File: src/rtl/uart_tx_buffered.sv
// Buffered UART transmitter: FIFO-fed framer with configurable word length,
// parity and stop bits. Frames are sent back-to-back while words are queued.
module uart_tx_buffered #(
  parameter int unsigned WORD_LENGTH = 8,
  parameter int unsigned PARITY_MODE = 0,
  parameter int unsigned STOP_BITS   = 1,
  parameter int unsigned CLK_FREQ    = 50_000_000,
  parameter int unsigned BAUD_RATE   = 9600,
  parameter int unsigned FIFO_DEPTH  = 4
) (
  input  logic                               clk_glb,
  input  logic                               rst_n,
  input  logic                               s_valid,
  input  logic [WORD_LENGTH-1:0]             s_data,
  output logic                               s_ready,
  output logic                               tx_out,
  output logic                               tx_busy,
  output logic [$clog2(FIFO_DEPTH+1)-1:0]    fifo_level
);

  localparam int unsigned DIVISOR = CLK_FREQ / BAUD_RATE;
  localparam int unsigned CNT_W   = (DIVISOR > 1) ? $clog2(DIVISOR) : 1;
  localparam int unsigned PTR_W   = (FIFO_DEPTH > 1) ? $clog2(FIFO_DEPTH) : 1;
  localparam int unsigned LVL_W   = $clog2(FIFO_DEPTH + 1);
  localparam int unsigned BIT_W   = 4;

  if (WORD_LENGTH < 5 || WORD_LENGTH > 9 || PARITY_MODE > 2 ||
      (STOP_BITS != 1 && STOP_BITS != 2) || DIVISOR < 2 ||
      FIFO_DEPTH < 2 || (FIFO_DEPTH & (FIFO_DEPTH - 1)) != 0) begin : g_bad_params
    $error("uart_tx_buffered: illegal parameter combination");
  end

  typedef enum logic [2:0] {IDLE, START, DATA, PARITY, STOP} state_t;

  logic [WORD_LENGTH-1:0] mem [FIFO_DEPTH];
  logic [PTR_W-1:0]       wr_ptr;
  logic [PTR_W-1:0]       rd_ptr;
  logic [LVL_W-1:0]       level;
  logic                   push;
  logic                   pop;
  logic                   fifo_empty;
  logic [WORD_LENGTH-1:0] head;

  state_t                 state, state_next;
  logic [WORD_LENGTH-1:0] shreg, shreg_next;
  logic [CNT_W-1:0]       baud_cnt, baud_next;
  logic [BIT_W-1:0]       bit_cnt, bit_next;
  logic                   par_bit, par_next;
  logic                   tx_q, tx_next;
  logic                   busy_q;
  logic                   bit_end;
  logic                   start_frame;

  assign s_ready    = (level != LVL_W'(FIFO_DEPTH));
  assign push       = s_valid && s_ready;
  assign fifo_empty = (level == '0);
  assign head       = mem[rd_ptr];
  assign fifo_level = level;
  assign tx_out     = tx_q;
  assign tx_busy    = busy_q;

  always_ff @(posedge clk_glb) begin
    if (push) begin
      mem[wr_ptr] <= s_data;
    end
  end

  always_ff @(posedge clk_glb or negedge rst_n) begin
    if (!rst_n) begin
      wr_ptr <= '0;
      rd_ptr <= '0;
      level  <= '0;
    end else begin
      if (push) wr_ptr <= wr_ptr + PTR_W'(1);
      if (pop)  rd_ptr <= rd_ptr + PTR_W'(1);
      case ({push, pop})
        2'b10:   level <= level + LVL_W'(1);
        2'b01:   level <= level - LVL_W'(1);
        default: ;
      endcase
    end
  end

  assign bit_end = (baud_cnt == CNT_W'(DIVISOR - 1));

  always_comb begin
    state_next  = state;
    shreg_next  = shreg;
    baud_next   = baud_cnt;
    bit_next    = bit_cnt;
    par_next    = par_bit;
    tx_next     = tx_q;
    start_frame = 1'b0;
    pop         = 1'b0;

    if (state != IDLE) begin
      baud_next = bit_end ? '0 : baud_cnt + CNT_W'(1);
    end

    case (state)
      IDLE: begin
        tx_next = 1'b1;
        if (!fifo_empty) start_frame = 1'b1;
      end
      START: begin
        if (bit_end) begin
          tx_next    = shreg[0];
          shreg_next = shreg >> 1;
          bit_next   = '0;
          state_next = DATA;
        end
      end
      DATA: begin
        if (bit_end) begin
          if (bit_cnt == BIT_W'(WORD_LENGTH - 1)) begin
            bit_next = '0;
            if (PARITY_MODE != 0) begin
              tx_next    = par_bit;
              state_next = PARITY;
            end else begin
              tx_next    = 1'b1;
              state_next = STOP;
            end
          end else begin
            tx_next    = shreg[0];
            shreg_next = shreg >> 1;
            bit_next   = bit_cnt + BIT_W'(1);
          end
        end
      end
      PARITY: begin
        if (bit_end) begin
          tx_next    = 1'b1;
          bit_next   = '0;
          state_next = STOP;
        end
      end
      STOP: begin
        if (bit_end) begin
          if (bit_cnt == BIT_W'(STOP_BITS - 1)) begin
            bit_next = '0;
            if (!fifo_empty) begin
              start_frame = 1'b1;
            end else begin
              state_next = IDLE;
            end
          end else begin
            bit_next = bit_cnt + BIT_W'(1);
          end
        end
      end
      default: begin
        tx_next    = 1'b1;
        state_next = IDLE;
      end
    endcase

    // Frame launch is shared by IDLE and the end of STOP so back-to-back
    // frames start with the same timing as a frame from idle.
    if (start_frame) begin
      pop        = 1'b1;
      shreg_next = head;
      par_next   = (^head) ^ (PARITY_MODE == 2);
      tx_next    = 1'b0;
      baud_next  = '0;
      bit_next   = '0;
      state_next = START;
    end
  end

  always_ff @(posedge clk_glb or negedge rst_n) begin
    if (!rst_n) begin
      state    <= IDLE;
      shreg    <= '0;
      baud_cnt <= '0;
      bit_cnt  <= '0;
      par_bit  <= 1'b0;
      tx_q     <= 1'b1;
      busy_q   <= 1'b0;
    end else begin
      state    <= state_next;
      shreg    <= shreg_next;
      baud_cnt <= baud_next;
      bit_cnt  <= bit_next;
      par_bit  <= par_next;
      tx_q     <= tx_next;
      busy_q   <= (state_next != IDLE);
    end
  end

endmodule

File: config.mk
export PLATFORM = sky130hd
export DESIGN_NAME = uart_tx_buffered
export DESIGN_NICKNAME = d
export VERILOG_FILES = /design/src/rtl/uart_tx_buffered.sv
export SDC_FILE = /design/constraint.sdc
export NUM_CORES = 1
export LEC_CHECK = 0
export CORE_MARGIN = 1.5
export CORE_UTILIZATION = 55
export DETAILED_ROUTE_END_ITERATION = 12
export GPL_TIMING_DRIVEN = 0
export PLACE_DENSITY = 0.84
export SLEW_MARGIN = 20
export SYNTH_ARGS = -nofsm -noshare
export SYNTH_HDL_FRONTEND = slang
export SYNTH_SLANG_ARGS = --single-unit
File: constraint.sdc
create_clock -name clk_glb -period 8.69 [get_ports clk_glb]
set_input_delay 1.3035 -clock clk_glb [delete_from_list [all_inputs] [get_ports clk_glb]]
set_output_delay 1.3035 -clock clk_glb [all_outputs]
set_load 0.005 [all_outputs]
; Yosys cells after proc, flatten, opt, wreduce, memory -nomap -nowiden
; Memory sizes are Yosys's and may differ from the RTL's.
; Cells that the tools add are included.
[word_totals]
register_bits = 37
mem_bits_rw = 32
in_bits = 11
out_inout_bits = 6
elab_cells = 84
n_memories = 1
[memory_table]
columns = name, words, width, read_ports, rd_ports_with_merged_regs, wr, line
row1 = mem, 4, 8, 1, 0, 1, 35  ; logic [WORD_LENGTH-1:0] mem [FIFO_DEPTH];
[op_classes]
addsub = 6
eq_ne = 16
mux = 38
n_reduce_logical = 14
[op_table]
columns = operator, n
row1 = two-way mux 13 bit, 3
row2 = two-way mux 8 bit, 4
row3 = two-way mux 3 bit, 8
row4 = two-way mux 4 bit, 6
row5 = "inequality test 3 bit, second input constant", 6
row6 = one-hot mux 8 bit (2 select lines), 1
row7 = one-hot mux 3 bit (5 select lines), 1
row8 = "adder 13 x 1 -> 13 bit, second input constant", 1
row9 = "== test 13 bit, second input constant", 1
row10 = one-hot mux 4 bit (3 select lines), 1
row11 = AND reduction 4 bit, 3
row12 = two-way mux 1 bit, 11
row13 = nonzero test 3 bit, 3
row14 = "== test 3 x 2 -> 1 bit, second input constant", 2
row15 = zero test 3 bit, 2
row16 = one-hot mux 3 bit (2 select lines), 1
row17 = "adder 2 x 1 -> 2 bit, second input constant", 2
row18 = "adder 4 x 1 -> 4 bit, second input constant", 1
row19 = "== test 4 x 3 -> 1 bit, second input constant", 1
row20 = zero test 4 bit, 1
row21 = one-hot mux 1 bit (4 select lines), 1
row22 = nonzero test 2 bit, 2
row23 = nonzero test 4 bit, 1
row24 = "adder 3 x 1 -> 3 bit, second input constant", 1
row25 = 10 further kinds, 10

; Depth between registers and ports, before layout
; Gate-level depths: netlist of run 1.
[logic_depth]
ltp_word = 8
ltp_mapped = 13
ltp_nobuf = 12

; Least setup slack after synthesis of run 1
; Ideal clock, no wire load.
[synth_path]
kind = flip-flop to flip-flop
startpoint = reg bit_cnt[0]
endpoint = reg level[2], in the netlist fifo_level[2]
t_arrival_ns = 2.672
setup_slack_ns = 5.939
stages_incl_launch_ff = 14
path_buffers = 1
path_cell_list = dfrtp_1 > inv_1 > ha_1 > or3b_2 > a211oi_2 > o21ai_2 > inv_2 > buf_4 > ha_1 > inv_1 > fa_1 > xor2_1 > nor2_1 > xor2_1
[synth_between]
elab_chain_len = 7
[synth_lines]
columns = item, line
row1 = "start, declared", 47  ; logic [BIT_W-1:0] bit_cnt, bit_next;
row2 = "start signal, assigned", 184  ; bit_cnt <= bit_next;
row3 = zero test 4 bit *, 140  ; if (bit_cnt == BIT_W'(STOP_BITS - 1)) begin
row4 = two-way mux 1 bit *, 140
row5 = two-way mux 1 bit *, 139  ; if (bit_end) begin
row6 = one-hot mux 1 bit (2 select lines) *, 100  ; case (state)
row7 = two-way mux 1 bit *, 160  ; if (start_frame) begin
row8 = == test 2 x 1 -> 1 bit / == test 2 bit (equally long branches), 76  ; case ({push, pop})
row9 = one-hot mux 3 bit (2 select lines) / nonzero test 2 bit (equally long branches), n/a
row10 = "end signal, assigned", 77  ; 2'b10: level <= level + LVL_W'(1);
row11 = "end signal, assigned", 78  ; 2'b01: level <= level - LVL_W'(1);
row12 = "end, declared", 38  ; logic [LVL_W-1:0] level;
; Mark *: on every way between the ends. The rest lies on a longest branch, timed or not.
; A chain may end at the register's enable or synchronous reset.

; Worst setup path after layout of run 1
; Same ends and word-level chain as after synthesis.

==> out/qor.yml, run 1 <==
status:
  outcome: "finished clean"
floorplanning:
  fp.dieH_um: 78.9
  core_area_um2: 5540
  fp.dieArea_um2: 6220
  ios: 17
  num_rows: 27
  die_x_um: 78.9
  initial_core_util_pct: 57.1
placement:
  gp_congestion: 0.846
  dpl_cell_area_um2: 3430
  port_buffers: 16
  dp_hpwl_um: 3640
  dp_cells: 329
power_and_ir_drop:
  seq_power_share_pct: 49.7
  p_sw_w: 0.000293
  internal_power_w: 0.000646
  p_comb_share_pct: 26.7
  finalPower_w: 0.000939
  sw_frac_of_total_pct: 31.2
  p_leak_nw: 1.40
  power_density_nw_per_um2: 261
  ir_drop_mv: 0.144
  pwr-share-clk_pct: 23.7
yosys:
  yosys.area.top_type: "edfxtp_1"
  synth_nets: 260
  synth_edf_count: 32
  async_flop_share_pct: 53.6
  synth_top_family_by_area: "simple AND/OR/NAND/NOR gates"
  synthSimpleGateAreaFrac_pct: 15.1
  ys_ff_latch: 69
  synth_xor_area_share_pct: 4.70
  synth_compound_area_share_pct: 6.84
  netlist_area_um2: 3170
  synth-adder-area-share_pct: 3.79
  synth_flop_cell: "dfrtp_1"
  syn_avg_cell_area_um2: 13.2
  synthDistinctLibCells: 55
  synth-seq-area-share_pct: 59.6
  synth.area.mux_share_pct: 7.31
  synth_top_area_share_pct: 30.4
  synth_area_leaders: "edfxtp_1 30%, dfrtp_1 28%, mux4_2 5.7%"
  syn_inst: 240
  ys_warn_count: 0
cts:
  clk_latency_ps: 340
  post_cts_buffers: 0
  h-tree-depth: 3
  cts_buffer_depth: 2
  cts_root_buf: "clkbuf_8"
  cts-buffers-inserted: 9
  holdBufCountCts: 0
  cts_tree: "done"
  numClockSinks: 69
  clkTransAtPathRegs_ps: 80
  cts.repair.resized: 0
final_layout:
  layout_common_cells: "36 x dfrtp_1, 32 x edfxtp_1, 19 x nand2_1"
  final_nets: 288
  n_antenna_cell: 0
  final_cell_count_no_fill: 345
  area_growth_pct: 13.6
  drive_gt1_share_pct: 16.5
  multi_input_area_um2: 1200
  seqCellArea_um2: 1890
  final_common_cell: "dfrtp_1"
  final.fill_count: 421
  fin_area_um2: 3600
detailed_routing:
  top_layer_used: "met4"
  drt_iter0_markers: 151
  wl_met1_um: 2450
  antenna_left: 0
  drt_first_pass_iters: 4
  drt_wl_total_um: 5350
  wl_met3_um: 170
  wl_met2_um: 2580
  vias_per_cell: 5.58
  drc_errors: 0
  num_vias: 1926
  post_drt_wl_per_cell_um: 15.5
critical_path:
  r2r-start: "bit_cnt[0]$_DFFE_PN0P_"
  cp-end-kind: "flop"
  crit_arrival_ps: 3450
  cp-start-kind: "flop"
  critPathKind: "flop to flop"
  crit_fanout: 10
  r2r_end: "fifo_level[2]$_DFFE_PN0P_"
  r2r_setup_slack_ps: 5490
  reg2reg_depth: 13
  cp-startpoint: "bit_cnt[0]$_DFFE_PN0P_"
  required_ps: 8940
timing:
  setup_viol: 0
  hold_viol_final: 0
  finalSetupTns_ps: 0
  fin_hold_ws_ps: 483
  final-max-slew-violation-count: 0
  post-route-period-util_pct: 36.8
  fin_skew_ps: 10.2
  slew_headroom_pct: 47.9
  rsz0062_at_grt: "false"
  fmax_mhz: 313
  period_minus_slack_ps: 3200
  worst_pin_slew_ps: 781
global_route:
  antenna_found_initial: 0
  grt.total_usage_pct: 19.4
  grt_max_degree: 28
  grt_overflow_total: 0
  grt_pass1_wl_um: 9000
  grt_pass1_vias: 1943
flow_run:
  drv_cap: 0
hold_path:
  min_path_type: "flop to flop"
  worstHoldStart: "shreg[2]$_DFFE_PN0P_"
  whs_path_depth: 1
  min_to: "shreg[2]$_DFFE_PN0P_"
## metal layers
metal	vias up	GRT usage [%]
met4	0	9.12
met3	17	4.83
met1	944	25.0
li1	928	-
met2	37	30.9
met5	-	0
## flip-flops by register name, indices dropped and copies added (netlist names)
register / flops
bit_cnt: 4
baud_cnt: 13
wr_ptr: 2
shreg: 8
tx_busy: 1
mem: 32
rd_ptr: 2
state: 3
tx_out: 1
fifo_level: 3
## power by group through the flow
stage / clock (W) / combinational [W] / sequential, W
after floorplan: 0 / 0.000179 / 0.000461
after global placement: 0 / 0.000241 / 0.000467
after global routing: 0.000238 / 0.000280 / 0.000474
after detailed placement: 0 / 0.000253 / 0.000473
final: 0.000222 / 0.000251 / 0.000466
after CTS: 0.000225 / 0.000255 / 0.000466
## worst max-delay path: stages (launching register included)
cell      delay (ps)
dfrtp_1          430
inv_1             70
ha_1             140
or3b_2           500
a211oi_2         260
o21ai_2          160
inv_2            190
buf_4            220
ha_1             200
inv_1             60
fa_1             370
xor2_1           150
nor2_1           150
xor2_1           200
## worst max path at each step
stage | endpoint | slack [ps] | cells after the start
finish | fifo_level[2]$_DFFE_PN0P_ | 5490 | 13
global route | fifo_level[2]$_DFFE_PN0P_ | 5330 | 13
CTS | fifo_level[2]$_DFFE_PN0P_ | 5500 | 13
detailed placement | fifo_level[2]$_DFFE_PN0P_ | 5440 | 9
global placement | shreg[3]$_DFFE_PN0P_ | 5500 | 1
floorplan | fifo_level[2]$_DFFE_PN0P_ | 5940 | 13
## synthesized netlist by cell type, types with 3 or more instances
| cell type | n |
|---|---|
| dfrtp_1 | 36 |
| edfxtp_1 | 32 |
| nand2_1 | 19 |
| nor2_1 | 18 |
| xor2_1 | 12 |
| nand3_1 | 11 |
| o21ai_0 | 9 |
| ha_1 | 8 |
| inv_1 | 8 |
| mux4_2 | 8 |
| a21oi_1 | 5 |
| and3_1 | 5 |
| xnor2_1 | 5 |
| a22o_1 | 4 |
| mux2i_1 | 4 |
| nand2b_1 | 4 |
| a21o_1 | 3 |
| and2_1 | 3 |
| nand4_1 | 3 |
## cells by family (layout without fill, tap and decap cells)
kind of cell | Yosys count | after routing
DFF | 69 | 69
muxes | 13 | 13
and+or+nand+nor | 84 | 84
buffers and inverters | 17 | 50
AOI/OAI and AO/OA | 31 | 31
adders and majority gates | 9 | 9
xor gates and xnor gates | 17 | 17
## final cells by class
cell class / count / share of cell area [%]
Sequential cell: 69 / 52.5
Multi-Input combinational cell: 154 / 33.3
Timing Repair Buffer: 17 / 4.87
Clock buffer: 9 / 3.44
Tap cell: 72 / 2.50
Buffer: 8 / 1.32
Clock inverter: 7 / 1.18
Inverter: 9 / 0.939
## through the flow
step	util, %	worst slack, ps
after global placement	61.7	5500
after global routing	64.9	5330
after floorplan	-	5940
after CTS	64.9	5500
final	64.9	5490
after detailed placement	61.9	5440
Note: power is estimated with default switching activity, not from simulation.
==> inputs of run 2 (changes only) <==
CORE_UTILIZATION = 53   (was 55)
PLACE_DENSITY = 0.85   (was 0.84)
clock period = 2.6 ns   (was 8.69 ns; I/O delays follow)
==> out/qor.yml, run 2 (same netlist as run 1, synthesis figures left out) <==
cts:
  cts_buffer_depth: 2  # unchanged
  h-tree-depth: 3  # unchanged
  clk_latency_ps: 350  # about the same
  cts_root_buf: "clkbuf_8"
  cts_tree: "done"
  cts-buffers-inserted: 9  # unchanged
  clkTransAtPathRegs_ps: 70  # about the same
  numClockSinks: 69  # unchanged
global_route:
  grt_max_degree: 26  # -7.1%
  grt.total_usage_pct: 19.9  # +0.57 points
  grt_pass1_wl_um: 9290  # +3.2%
  antenna_found_initial: 0  # unchanged
  grt_overflow_total: 0  # unchanged
  grt_pass1_vias: 1968  # +1.3%
floorplanning:
  num_rows: 27  # unchanged
  core_area_um2: 5640  # +1.8%
  ios: 17  # unchanged
  fp.dieArea_um2: 6450  # +3.6%
  initial_core_util_pct: 56.1  # -1.0 points
  fp.dieH_um: 80.3  # +1.8%
  die_x_um: 80.3  # +1.8%
power_and_ir_drop:
  power_density_nw_per_um2: 876  # +240%
  finalPower_w: 0.00325  # +250%
  ir_drop_mv: 0.599  # +320%
  p_leak_nw: 1.47  # +4.7%
timing:
  final-max-slew-violation-count: 0  # unchanged
  layout_setup_ws_ps: 67.2  # -5420 ps
  rsz0062_at_grt: "true"
  fin_skew_ps: 10.3  # +0.0442 ps
  post-route-period-util_pct: 97.4  # +61 points
  fmax_mhz: 395  # +26%
  setup_viol: 0  # unchanged
  period_minus_slack_ps: 2530  # -666 ps
  hold_viol_final: 0  # unchanged
  slew_headroom_pct: 51.6  # +3.7 points
  worst_pin_slew_ps: 722  # -59.8 ps
critical_path:
  cp-start-kind: "flop"
  crit_fanout: 4  # -6
  path_delay_family: "adder cells"
  required_ps: 2870  # -6070 ps
  critPathBufInv: 3  # -1
  cp-end-kind: "flop"
  crit_chain: "inv_1 > ha_1 > or3b_4 > a211oi_2 > o21ai_2 > inv_2 > ha_4 > inv_2 > fa_2 > xor2_1 > nor2_1 > xor2_1"
  critPathKind: "flop to flop"
  slowest_stage: "or3b_4"
  r2r_setup_slack_ps: 70  # -5420 ps
  crit_arrival_ps: 2800  # -650 ps
  slowest_delay_ps: 400  # -100 ps
placement:
  port_buffers: 16  # unchanged
  dp_hpwl_um: 3700  # +1.5%
  gp_congestion: 0.843  # -0.35%
  pre_cts_ws_ps: -263  # -5700 ps
  dp_cells: 329  # unchanged
final_layout:
  final_core_util_pct: 65.8  # +0.83 points
  final_common_cell: "dfrtp_1"
  final.fill_count: 399  # -5.2%
  n_antenna_cell: 0  # unchanged
  final_cell_count_no_fill: 355  # +2.9%
  largest_reg_flops: 32  # unchanged
  final_nets: 298  # +3.5%
  seqCellArea_um2: 1890  # unchanged
  multi_input_area_um2: 1210  # +1.5%
  reg.largest.list: "mem x32, baud_cnt x13, shreg x8"
  drive_gt1_share_pct: 20.5  # +4.0 points
  area_growth_pct: 17.2
  layout_common_cells: "36 x dfrtp_1, 32 x edfxtp_1, 19 x nand2_1"
  regMostFlops: "mem"
flow_run:
  drv_cap: 0  # unchanged
detailed_routing:
  drc_errors: 0  # unchanged
  drt_iter0_markers: 95  # -37%
  post_drt_wl_per_cell_um: 15.5  # +0.11%
  vias_per_cell: 5.53  # -0.95%
  drt_first_pass_iters: 4  # unchanged
  antenna_left: 0  # unchanged
  num_vias: 1963  # +1.9%
  drt_wl_total_um: 5510  # +3.0%
status:
  outcome: "finished clean"
hold_path:
  min_path_type: "input pin to asynchronous set/reset pin"
run 2: power by group:
group          internal (W)  switching [W]
logic              0.000424       0.000432
registers           0.00141       0.000148
clock network      0.000438       0.000395
total               0.00227       0.000975
run 2: stage by stage:
| stage | TNS [ps] | cell area, um2 | hold slack (ps) |
|---|---|---|---|
| after global placement | -308 | 3420 | 462 |
| after CTS | 0 | 3670 | 476 |
| after global routing | -30.5 | 3710 | 493 |
| after floorplan | 0 | 3170 | 94.4 |
| after detailed placement | -416 | 3440 | 302 |
| final | 0 | 3710 | 465 |
run 2: final timing paths:
| check | from | endpoint | depth (start not counted) |
|---|---|---|---|
| max | bit_cnt[0]$_DFFE_PN0P_ | fifo_level[2]$_DFFE_PN0P_ | 12 |
| min | rst_n | bit_cnt[3]$_DFFE_PN0P_ | 2 |
| max reg2reg | bit_cnt[0]$_DFFE_PN0P_ | fifo_level[2]$_DFFE_PN0P_ | 12 |
| min reg2reg | shreg[6]$_DFFE_PN0P_ | shreg[6]$_DFFE_PN0P_ | 1 |
| max in group asynchronous | rst_n | rd_ptr[0]$_DFFE_PN0N_ | 3 |
| min in group clk_glb | shreg[6]$_DFFE_PN0P_ | shreg[6]$_DFFE_PN0P_ | 1 |
run 2: layout make-up:
type                            instances  share of cell area, %
Timing Repair Buffer                   28                   7.02
Tap cell                               72                   2.43
Sequential cell                        69                   50.9
Clock inverter                          5                   1.42
Clock buffer                           11                   3.54
Multi-Input combinational cell        154                   32.7
Buffer                                  7                   1.08
Inverter                                9                  0.911
run 2: repair_timing:
action,in CTS,in global routing
buffers inserted,5,5
hold buffers,1,0
endpoints found under the setup margin,2,2
resized for setup,1,3
pin swaps,0,4
hold endpoints to repair,11,0
run 2: routing by layer:
layer  global-route usage, %  share of wire (%)  vias up
met5                       0                  0        -
met4                    9.31                2.0        0
met3                    5.45                4.0       11
met2                    31.5                 49       35
met1                    25.5                 45      967
li1                        -                  -      950
==> inputs of run 3 (changes only) <==
PLACE_DENSITY = 0.75   (was 0.85)
==> out/qor.yml, run 3 (same netlist as run 1, synthesis figures left out) <==
final_layout:
  area_growth_pct: 18.9
  final.fill_count: 424  # +6.3%
  n_antenna_cell: 0  # unchanged
  drive_gt1_share_pct: 20.6  # +0.15 points
  layout_common_cells: "36 x dfrtp_1, 32 x edfxtp_1, 19 x nand2_1"
  reg.largest.list: "mem x32, baud_cnt x13, shreg x8"
  final_common_cell: "dfrtp_1"
  final_nets: 296  # -0.67%
  final_core_util_pct: 66.7  # +0.98 points
  largest_reg_flops: 32  # unchanged
  regMostFlops: "mem"
power_and_ir_drop:
  p_sw_w: 0.00103  # +5.8%
  p_comb_share_pct: 24.3  # -2.0 points
  sw_frac_of_total_pct: 29.3  # -0.74 points
  power_density_nw_per_um2: 936  # +6.8%
  seq_power_share_pct: 44.3  # -3.7 points
  internal_power_w: 0.00249  # +9.6%
  pwr-share-clk_pct: 31.4  # +5.8 points
  p_leak_nw: 1.50  # +1.8%
  ir_drop_mv: 0.657  # +9.7%
detailed_routing:
  antenna_left: 0  # unchanged
  wl_met2_um: 2830  # +3.8%
  drt_first_pass_iters: 4  # unchanged
  drt_iter0_markers: 72  # -24%
  wl_met1_um: 2680  # +8.8%
  vias_per_cell: 5.58  # +0.93%
  post_drt_wl_per_cell_um: 16.3  # +4.7%
  drt_wl_total_um: 5740  # +4.1%
  drc_errors: 0  # unchanged
  top_layer_used: "met4"
  wl_met3_um: 164  # -25%
  num_vias: 1970  # +0.36%
timing:
  layout_setup_ws_ps: 113  # +46.0 ps
  slew_headroom_pct: 50.4  # -1.3 points
  worst_pin_slew_ps: 745  # +22.9 ps
  fmax_mhz: 402  # +1.9%
  setup_viol: 0  # unchanged
  period_minus_slack_ps: 2490  # -46.0 ps
  final-max-slew-violation-count: 0  # unchanged
  hold_viol_final: 0  # unchanged
  fin_skew_ps: 6.05  # -4.24 ps
  post-route-period-util_pct: 95.6  # -1.8 points
cts:
  numClockSinks: 69  # unchanged
  cts_tree: "done"
  cts_root_buf: "clkbuf_8"
  h-tree-depth: 3  # unchanged
  clkTransAtPathRegs_ps: 80  # about the same
  cts_buffer_depth: 2  # unchanged
  cts-buffers-inserted: 9  # unchanged
  clk_latency_ps: 340  # about the same
floorplanning:
  num_rows: 27  # unchanged
  core_area_um2: 5640  # unchanged
  ios: 17  # unchanged
  initial_core_util_pct: 56.1  # unchanged
  fp.dieH_um: 80.3  # unchanged
  die_x_um: 80.3  # unchanged
  fp.dieArea_um2: 6450  # unchanged
global_route:
  grt_overflow_total: 0  # unchanged
  grt.total_usage_pct: 20.2  # +0.25 points
  grt_pass1_wl_um: 9430  # +1.6%
  grt_pass1_vias: 1961  # -0.36%
  grt_max_degree: 25  # -3.8%
  antenna_found_initial: 0  # unchanged
flow_run:
  drv_cap: 0  # unchanged
critical_path:
  cp-start-kind: "flop"
  required_ps: 2870  # about the same
  crit_fanout: 3  # -1
  crit_arrival_ps: 2760  # -40 ps
  cp-end-kind: "flop"
  critPathKind: "flop to flop"
placement:
  dp_hpwl_um: 3660  # -0.98%
  pre_cts_ws_ps: -279  # -15.8 ps
  gp_congestion: 0.759  # -10%
  port_buffers: 16  # unchanged
status:
  outcome: "finished clean"
hold_path:
  min_path_type: "input pin to asynchronous set/reset pin"
-- run 3: cell count changes in the layout (fill, tap and decap cells not counted) --
cell	delta
inv_8	+2
clkinvlp_4	-1
bufinv_16	+2
clkinv_2	-3
inv_6	+1
clkbuf_1	-2
buf_4	-2
clkinv_4	+1
-- run 3: through the flow --
step	std cells	hold slack (ps)	cell area (um2)	total power, W	TNS, ps
finish	353	476	3760	0.00352	0
global route	353	495	3760	0.00371	-5.30
global placement	328	466	3420	0.00238	-363
CTS	351	470	3760	0.00353	0
floorplan	240	94.4	3170	0.00214	0
detailed placement	329	316	3440	0.00241	-414
-- run 3: worst paths after layout --
path                       slack, ps                    from                         to  cells after the start
max reg2reg                      110  bit_cnt[0]$_DFFE_PN0P_  fifo_level[2]$_DFFE_PN0P_                     12
min in group clk_glb             490    shreg[2]$_DFFE_PN0P_       shreg[2]$_DFFE_PN0P_                      1
min                              480                   rst_n     bit_cnt[3]$_DFFE_PN0P_                      2
max                              110  bit_cnt[0]$_DFFE_PN0P_  fifo_level[2]$_DFFE_PN0P_                     12
min reg2reg                      490    shreg[2]$_DFFE_PN0P_       shreg[2]$_DFFE_PN0P_                      1
max in group asynchronous       1690                   rst_n    baud_cnt[5]$_DFFE_PN0P_                      3
-- run 3: area by class of cell --
class / count / area [um2] / area share (%)
Timing Repair Buffer: 26 / 245 / 6.51
Clock inverter: 7 / 130 / 3.46
Inverter: 9 / 33.8 / 0.897
Multi-Input combinational cell: 154 / 1210 / 32.2
Sequential cell: 69 / 1890 / 50.1
Tap cell: 72 / 90.1 / 2.39
Clock buffer: 9 / 124 / 3.29
Buffer: 7 / 40.0 / 1.06
-- run 3: what timing repair did --
action / CTS / global route
hold buffers: 1 / 0
resized for setup: 4 / 1
pin swaps: 2 / 3
setup endpoints to repair: 2 / 2
hold endpoints to repair: 12 / 0
setup buffers: 5 / 3
-- run 3: layer usage --
layer / vias to the layer above / GRT usage, %
met5: - / 0
met4: 0 / 7.76
met3: 6 / 6.25
met2: 33 / 32.5
met1: 983 / 25.5
li1: 948 / -
-- run 3: power by group through the flow --
stage / clock [W] / combinational (W) / sequential (W)
finish: 0.00111 / 0.000855 / 0.00156
CTS: 0.00112 / 0.000857 / 0.00156
global route: 0.00117 / 0.000953 / 0.00159
global placement: 0 / 0.000812 / 0.00157
detailed placement: 0 / 0.000828 / 0.00158
floorplan: 0 / 0.000599 / 0.00154
-- run 3: worst max-delay path, cell delays in order (launching register included) --
cell and delay, ps:
dfrtp_1 390, inv_1 60, ha_1 120, or3b_4 390, a211oi_2 220, o21ai_2 110
inv_2 130, ha_4 150, inv_2 40, fa_2 380, xor2_1 140, nor2_1 120
xor2_1 150
